$ cat config.mk
export PLATFORM = sky130hd
export DESIGN_NAME = lsu_mem_if
export DESIGN_NICKNAME = d
export VERILOG_FILES = /design/src/rtl/lsu_mem_if.sv
export SDC_FILE = /design/constraint.sdc
export NUM_CORES = 1
export LEC_CHECK = 0
export BUFFER_PORTS_ARGS = -buffer_cell sky130_fd_sc_hd__buf_4
export CORE_MARGIN = 2
export CORE_UTILIZATION = 48
export CTS_CLUSTER_SIZE = 20
export DETAILED_ROUTE_END_ITERATION = 8
export PLACE_DENSITY = 0.8
export SYNTH_ARGS = -nofsm -noshare
export SYNTH_HDL_FRONTEND = slang
export SYNTH_SLANG_ARGS = --single-unit
$ cat constraint.sdc
create_clock -name clk -period 2.7 [get_ports clk]
set_input_delay 0.405 -clock clk [delete_from_list [all_inputs] [get_ports clk]]
set_output_delay 0.405 -clock clk [all_outputs]
set_load 0.1 [all_outputs]
$ cat src/rtl/lsu_mem_if.sv
// Load/store unit bridging the datapath to a ready-handshake data memory.
// Handles byte-lane steering for stores, load extension, Stall generation and access timeout.
module lsu_mem_if #(
   parameter int unsigned TIMEOUT_CYCLES = 16
) (
   input  logic        clk,
   input  logic        reset,
   input  logic        MemRead,
   input  logic        MemWrite,
   input  logic [2:0]  Funct3,
   input  logic [31:0] ALUResult,
   input  logic [31:0] WriteData,
   output logic [31:0] ReadData,
   output logic        Stall,
   output logic        MisalignErr,
   output logic        TimeoutErr,
   output logic        mem_req,
   output logic        mem_we,
   output logic [31:0] mem_addr,
   output logic [31:0] mem_wdata,
   output logic [3:0]  mem_be,
   input  logic [31:0] mem_rdata,
   input  logic        mem_ready
);

   localparam int unsigned CNT_W = $clog2(TIMEOUT_CYCLES + 1);
   localparam logic [CNT_W-1:0] CNT_LAST = CNT_W'(TIMEOUT_CYCLES - 1);

   typedef enum logic [1:0] {
      IDLE = 2'd0,
      BUSY = 2'd1,
      DONE = 2'd2
   } state_t;

   state_t            state_q, state_d;
   logic [CNT_W-1:0]  cnt_q, cnt_d;
   logic              mem_req_q, mem_req_d;
   logic              mem_we_q, mem_we_d;
   logic [31:0]       mem_addr_q, mem_addr_d;
   logic [31:0]       mem_wdata_q, mem_wdata_d;
   logic [3:0]        mem_be_q, mem_be_d;
   logic [2:0]        funct3_q, funct3_d;
   logic [1:0]        addr_lo_q, addr_lo_d;
   logic [31:0]       read_data_q, read_data_d;
   logic              misalign_q, misalign_d;
   logic              timeout_q, timeout_d;

   logic              access;
   logic              is_store;
   logic              access_legal;

   // Stores only accept B/H/W; loads additionally accept BU/HU.
   function automatic logic legal_access(input logic store, input logic [2:0] f3,
                                         input logic [1:0] a);
      logic ok;
      ok = 1'b0;
      case (f3)
         3'b000:  ok = 1'b1;
         3'b001:  ok = ~a[0];
         3'b010:  ok = (a == 2'b00);
         3'b100:  ok = ~store;
         3'b101:  ok = ~store & ~a[0];
         default: ok = 1'b0;
      endcase
      return ok;
   endfunction

   function automatic logic [3:0] lane_be(input logic store, input logic [2:0] f3,
                                          input logic [1:0] a);
      logic [3:0] be;
      be = 4'b1111;
      if (store) begin
         case (f3[1:0])
            2'b00:   be = 4'b0001 << a;
            2'b01:   be = a[1] ? 4'b1100 : 4'b0011;
            default: be = 4'b1111;
         endcase
      end
      return be;
   endfunction

   function automatic logic [31:0] lane_wdata(input logic [2:0] f3, input logic [31:0] wd);
      logic [31:0] d;
      case (f3[1:0])
         2'b00:   d = {4{wd[7:0]}};
         2'b01:   d = {2{wd[15:0]}};
         default: d = wd;
      endcase
      return d;
   endfunction

   function automatic logic [31:0] load_extend(input logic [2:0] f3, input logic [1:0] a,
                                               input logic [31:0] w);
      logic [31:0] s;
      logic [31:0] r;
      s = w >> {a, 3'b000};
      case (f3)
         3'b000:  r = {{24{s[7]}}, s[7:0]};
         3'b001:  r = {{16{s[15]}}, s[15:0]};
         3'b100:  r = {24'd0, s[7:0]};
         3'b101:  r = {16'd0, s[15:0]};
         default: r = w;
      endcase
      return r;
   endfunction

   assign access       = MemRead | MemWrite;
   assign is_store     = MemWrite;
   assign access_legal = legal_access(is_store, Funct3, ALUResult[1:0]);

   // The launch cycle stalls combinationally so the PC never advances past a pending access.
   assign Stall = reset & ((state_q == BUSY) ||
                           ((state_q == IDLE) && access && access_legal));

   always_comb begin
      // NOTE: every _d starts from its _q so no path through the case leaves a signal
      // unassigned; a missing default here would infer a latch.
      state_d     = state_q;
      cnt_d       = cnt_q;
      mem_req_d   = mem_req_q;
      mem_we_d    = mem_we_q;
      mem_addr_d  = mem_addr_q;
      mem_wdata_d = mem_wdata_q;
      mem_be_d    = mem_be_q;
      funct3_d    = funct3_q;
      addr_lo_d   = addr_lo_q;
      read_data_d = read_data_q;
      misalign_d  = misalign_q;
      timeout_d   = timeout_q;

      unique case (state_q)
         IDLE: begin
            if (access) begin
               if (access_legal) begin
                  mem_req_d   = 1'b1;
                  mem_we_d    = is_store;
                  mem_addr_d  = {ALUResult[31:2], 2'b00};
                  mem_wdata_d = lane_wdata(Funct3, WriteData);
                  mem_be_d    = lane_be(is_store, Funct3, ALUResult[1:0]);
                  funct3_d    = Funct3;
                  addr_lo_d   = ALUResult[1:0];
                  cnt_d       = '0;
                  state_d     = BUSY;
               end else begin
                  misalign_d = 1'b1;
               end
            end
         end
         BUSY: begin
            cnt_d = cnt_q + 1'b1;
            if (mem_ready) begin
               if (!mem_we_q) begin
                  read_data_d = load_extend(funct3_q, addr_lo_q, mem_rdata);
               end
               mem_req_d = 1'b0;
               state_d   = DONE;
            end else if (cnt_q == CNT_LAST) begin
               mem_req_d   = 1'b0;
               read_data_d = '0;
               timeout_d   = 1'b1;
               state_d     = DONE;
            end
         end
         DONE: begin
            cnt_d   = '0;
            state_d = IDLE;
         end
         default: begin
            mem_req_d = 1'b0;
            state_d   = IDLE;
         end
      endcase
   end

   // NOTE: state updates use <= so every flop samples the pre-edge value of every other flop.
   always_ff @(posedge clk) begin
      if (!reset) begin
         state_q     <= IDLE;
         cnt_q       <= '0;
         mem_req_q   <= 1'b0;
         mem_we_q    <= 1'b0;
         mem_addr_q  <= '0;
         mem_wdata_q <= '0;
         mem_be_q    <= '0;
         funct3_q    <= '0;
         addr_lo_q   <= '0;
         read_data_q <= '0;
         misalign_q  <= 1'b0;
         timeout_q   <= 1'b0;
      end else begin
         state_q     <= state_d;
         cnt_q       <= cnt_d;
         mem_req_q   <= mem_req_d;
         mem_we_q    <= mem_we_d;
         mem_addr_q  <= mem_addr_d;
         mem_wdata_q <= mem_wdata_d;
         mem_be_q    <= mem_be_d;
         funct3_q    <= funct3_d;
         addr_lo_q   <= addr_lo_d;
         read_data_q <= read_data_d;
         misalign_q  <= misalign_d;
         timeout_q   <= timeout_d;
      end
   end

   assign ReadData    = read_data_q;
   assign MisalignErr = misalign_q;
   assign TimeoutErr  = timeout_q;
   assign mem_req     = mem_req_q;
   assign mem_we      = mem_we_q;
   assign mem_addr    = mem_addr_q;
   assign mem_wdata   = mem_wdata_q;
   assign mem_be      = mem_be_q;

endmodule

==> flow_summary.yaml <==
timing:
  timing.fmax_mhz: 449
  tightest_slew_ps: 895
  final-hold-violation-count: 0
  fin_crit_ps: 2230
  finClkSkew_ps: 7.21
  min_period_over_period_pct: 82.6
  grt_setup_unrepaired: "no"
  relSlewSlack_pct: 40.3
  slew_viol_final: 0
  finalSetupViolations: 0
  setup_ws_ps: 471
  tns_ps: 0
cts:
  clkLatencyLatePin_ps: 510
  cts_resized: 0
  cts_setup_buffers: 0
  clk_pin_slew_worst_paths_ps: 60
  cts_sinks: 114
  h-tree-depth: 4
  cts_tree: "built"
  cts_buffer_depth: 2
  numCtsBuffers: 17
  cts-root-buf: "clkbuf_8"
  hold_buffers: 0
synthesis:
  synth_seq_cells: 114
  synthDistinctLibCells: 47
  synth_top_area_share_pct: 45.9
  synthFlopType: "dfxtp_1"
  synth_top_area_cell: "dfxtp_1"
  yosysWarnings: 0
  synth_area_leaders: "dfxtp_1 46%, nand2_1 9.7%, a21oi_1 6.1%, nor2_1 3.9%, mux2i_1 3.4%"
  async_flop_share_pct: 0
  avgSynthCellArea_sq_um: 8.43
  synthCells: 590
  yosysSeqAreaShare_pct: 45.9
  synth_edf_count: 0
  netlist_area_sq_um: 4970
global_route:
  gr-total-overflow: 0
  antenna_found_initial: 0
  grt_pass1_wl_mm: 23.3
  grt_start_max_net_pins: 79
  grt_usage_pct: 25.9
  grt_pass1_vias: 4804
setup_path:
  cp_num_buf_inv: 1
  path_class: "register to output port"
  path_cells: "nor2_1 > o221ai_4 > a21oi_2 > buf_4"
  critPathLaunch: "state_q[1]"
  required_ps: 2300
  critPathLaunchType: "register"
  cp-endpoint: "Stall"
  reg2regPathDepth: 4
  endpoint_kind: "output port"
  reg2reg_from: "funct3_q[0]"
  cp_slowest_cell: "dfxtp_1"
  reg2reg_slack_ps: 480
  crit_fanout: 11
  cpPeakStageDelay_ps: 430
  path_delay_family: "flip-flops"
  worstPathArrival_ps: 1820
  rr_endpoint: "ReadData[31]"
  cp.depth: 4
finish:
  multi_input_area_sq_um: 2450
  regArea_sq_um: 2280
  syn_to_final_growth_pct: 44.8
  antenna_cells: 0
  nFillCells: 807
  final_area_sq_um: 7200
  final_nets: 882
  drive_gt1_share_pct: 34.5
placed_design:
  hpwl_mm: 10.4
  pre_cts_slack_ps: 430
  io_buffers: 206
  dpl_cell_area_sq_um: 6560
  gp_congestion: 0.877
floorplanning:
  pin_count: 209
  dieHeight_um: 106
  core_area_sq_um: 10200
  std_cell_rows: 37
  die-area_sq_um: 11200
  start_util_pct: 48.8
  die_w_um: 106
power:
  vdd_ir_drop_max_v: 0.000508
  leakage_nw: 3.09
  powerDensity_nw_per_um2: 774
detailed_routing:
  drt_iter0_markers: 239
  wl_met3_mm: 1.32
  routed_wirelength_mm: 14.6
  highest_layer: "met4"
  wl_met2_mm: 6.97
  wl_per_cell_um: 15.8
  drc_errors: 0
  viasPerCell: 5.51
  vias: 5093
  wl_met1_mm: 5.93
  first_pass_iters: 5
  antenna_left: 0
min_path:
  hold_class: "primary input to register"
status:
  status: "complete, no violations"
job:
  cap_violations: 0
-- cell type report --
cell class | instances | area share [%]
clock inverters | 10 | 2.50
multi-input cells | 419 | 34.0
clock buffers | 22 | 6.29
flip-flops and latches | 114 | 31.7
well taps | 136 | 2.36
repair buffers | 215 | 22.6
inverters | 9 | 0.469
-- layer usage --
layer / track usage [%] / up-vias
li1: - / 2454
met1: 31.9 / 2372
met2: 42.1 / 234
met3: 8.60 / 33
met4: 9.49 / 0
met5: 0 / -
-- cells in the mapped netlist, drive strengths merged (8+ instances only) --
library cell and count:
nand2 128, dfxtp 114, a21oi 61, nor2 51
o21ai 34, clkbuf 25, buf 24, mux2i 17
a221o 16, nand2b 11, a311oi 10, a211oi 9
mux2 9, a32o 8, a32oi 8, o211ai 8
-- worst register-to-register path, cell delays in order (launching register included) --
cell,delay [ps]
dfxtp_1,370
nor2b_1,530
a32oi_2,160
a2111oi_4,880
a221o_2,220
-- kinds of logic (layout without fill, tap and decap cells) --
group	after synthesis	after routing	synth area share [%]
xor gates and xnor gates	1	1	0.176
buffers and inverters	58	256	5.31
AOI/OAI and AO/OA	177	177	25.0
other	1	2	0.0754
and+or+nand+nor	211	211	17.5
DFF	114	114	45.9
adders and majority gates	2	2	0.503
muxes	26	26	5.46
-- metrics by stage --
| step | hold slack, ps | util [%] | std cells | power, W |
|---|---|---|---|---|
| floorplan | 439 | - | 591 | 0.00285 |
| global placement | 443 | 64.4 | 893 | 0.00320 |
| detailed placement | 448 | 64.4 | 893 | 0.00322 |
| CTS | 117 | 70.7 | 925 | 0.00559 |
| global route | 117 | 70.7 | 925 | 0.00574 |
| finish | 130 | 70.7 | 925 | 0.00557 |
-- worst min path at each step --
stage	startpoint	endpoint	cells past startpoint
after CTS	mem_rdata[27]	ReadData[27]	2
final	mem_rdata[27]	ReadData[27]	2
after detailed placement	mem_addr[21]	mem_addr[21]	2
after floorplan	cnt_q[3]	cnt_q[3]	1
after global placement	mem_addr[8]	mem_addr[8]	2
after global routing	mem_rdata[30]	ReadData[30]	2
-- cell usage in the layout (no fill, tap or decap), types with 3 or more instances in the layout --
master / synthesis / final
buf_4: 5 / 214
nand2_1: 128 / 128
dfxtp_1: 114 / 114
a21oi_1: 61 / 60
nor2_1: 51 / 51
o21ai_0: 33 / 33
mux2i_1: 17 / 17
clkbuf_16: 0 / 16
nand2b_1: 11 / 11
a311oi_1: 10 / 10
a221o_2: 10 / 10
mux2_2: 9 / 9
a211oi_1: 9 / 9
o211ai_1: 8 / 8
a32o_1: 8 / 8
nor2b_1: 7 / 7
a32oi_1: 7 / 7
o21a_1: 7 / 7
o2bb2ai_1: 7 / 7
inv_1: 6 / 6
a221o_1: 6 / 6
nor3_1: 5 / 5
bufinv_16: 0 / 5
and2_1: 3 / 3
clkbuf_8: 0 / 3
clkinv_2: 0 / 3
clkbuf_1: 23 / 3
-- sequential cells by signal, summed over array words and instances, names as in the netlist, 2 cells and up --
signal     count
ReadData      32
addr_lo_q      2
cnt_q          5
funct3_q       3
mem_addr      30
mem_be         4
mem_wdata     32
state_q        2
-- power breakdown --
part | total [W] | internal (W) | switching (W)
logic | 0.00134 | 0.000353 | 0.000987
clock network | 0.00239 | 0.00163 | 0.000750
registers | 0.00185 | 0.00178 | 0.0000674
Power figures use the tool's default switching activity.
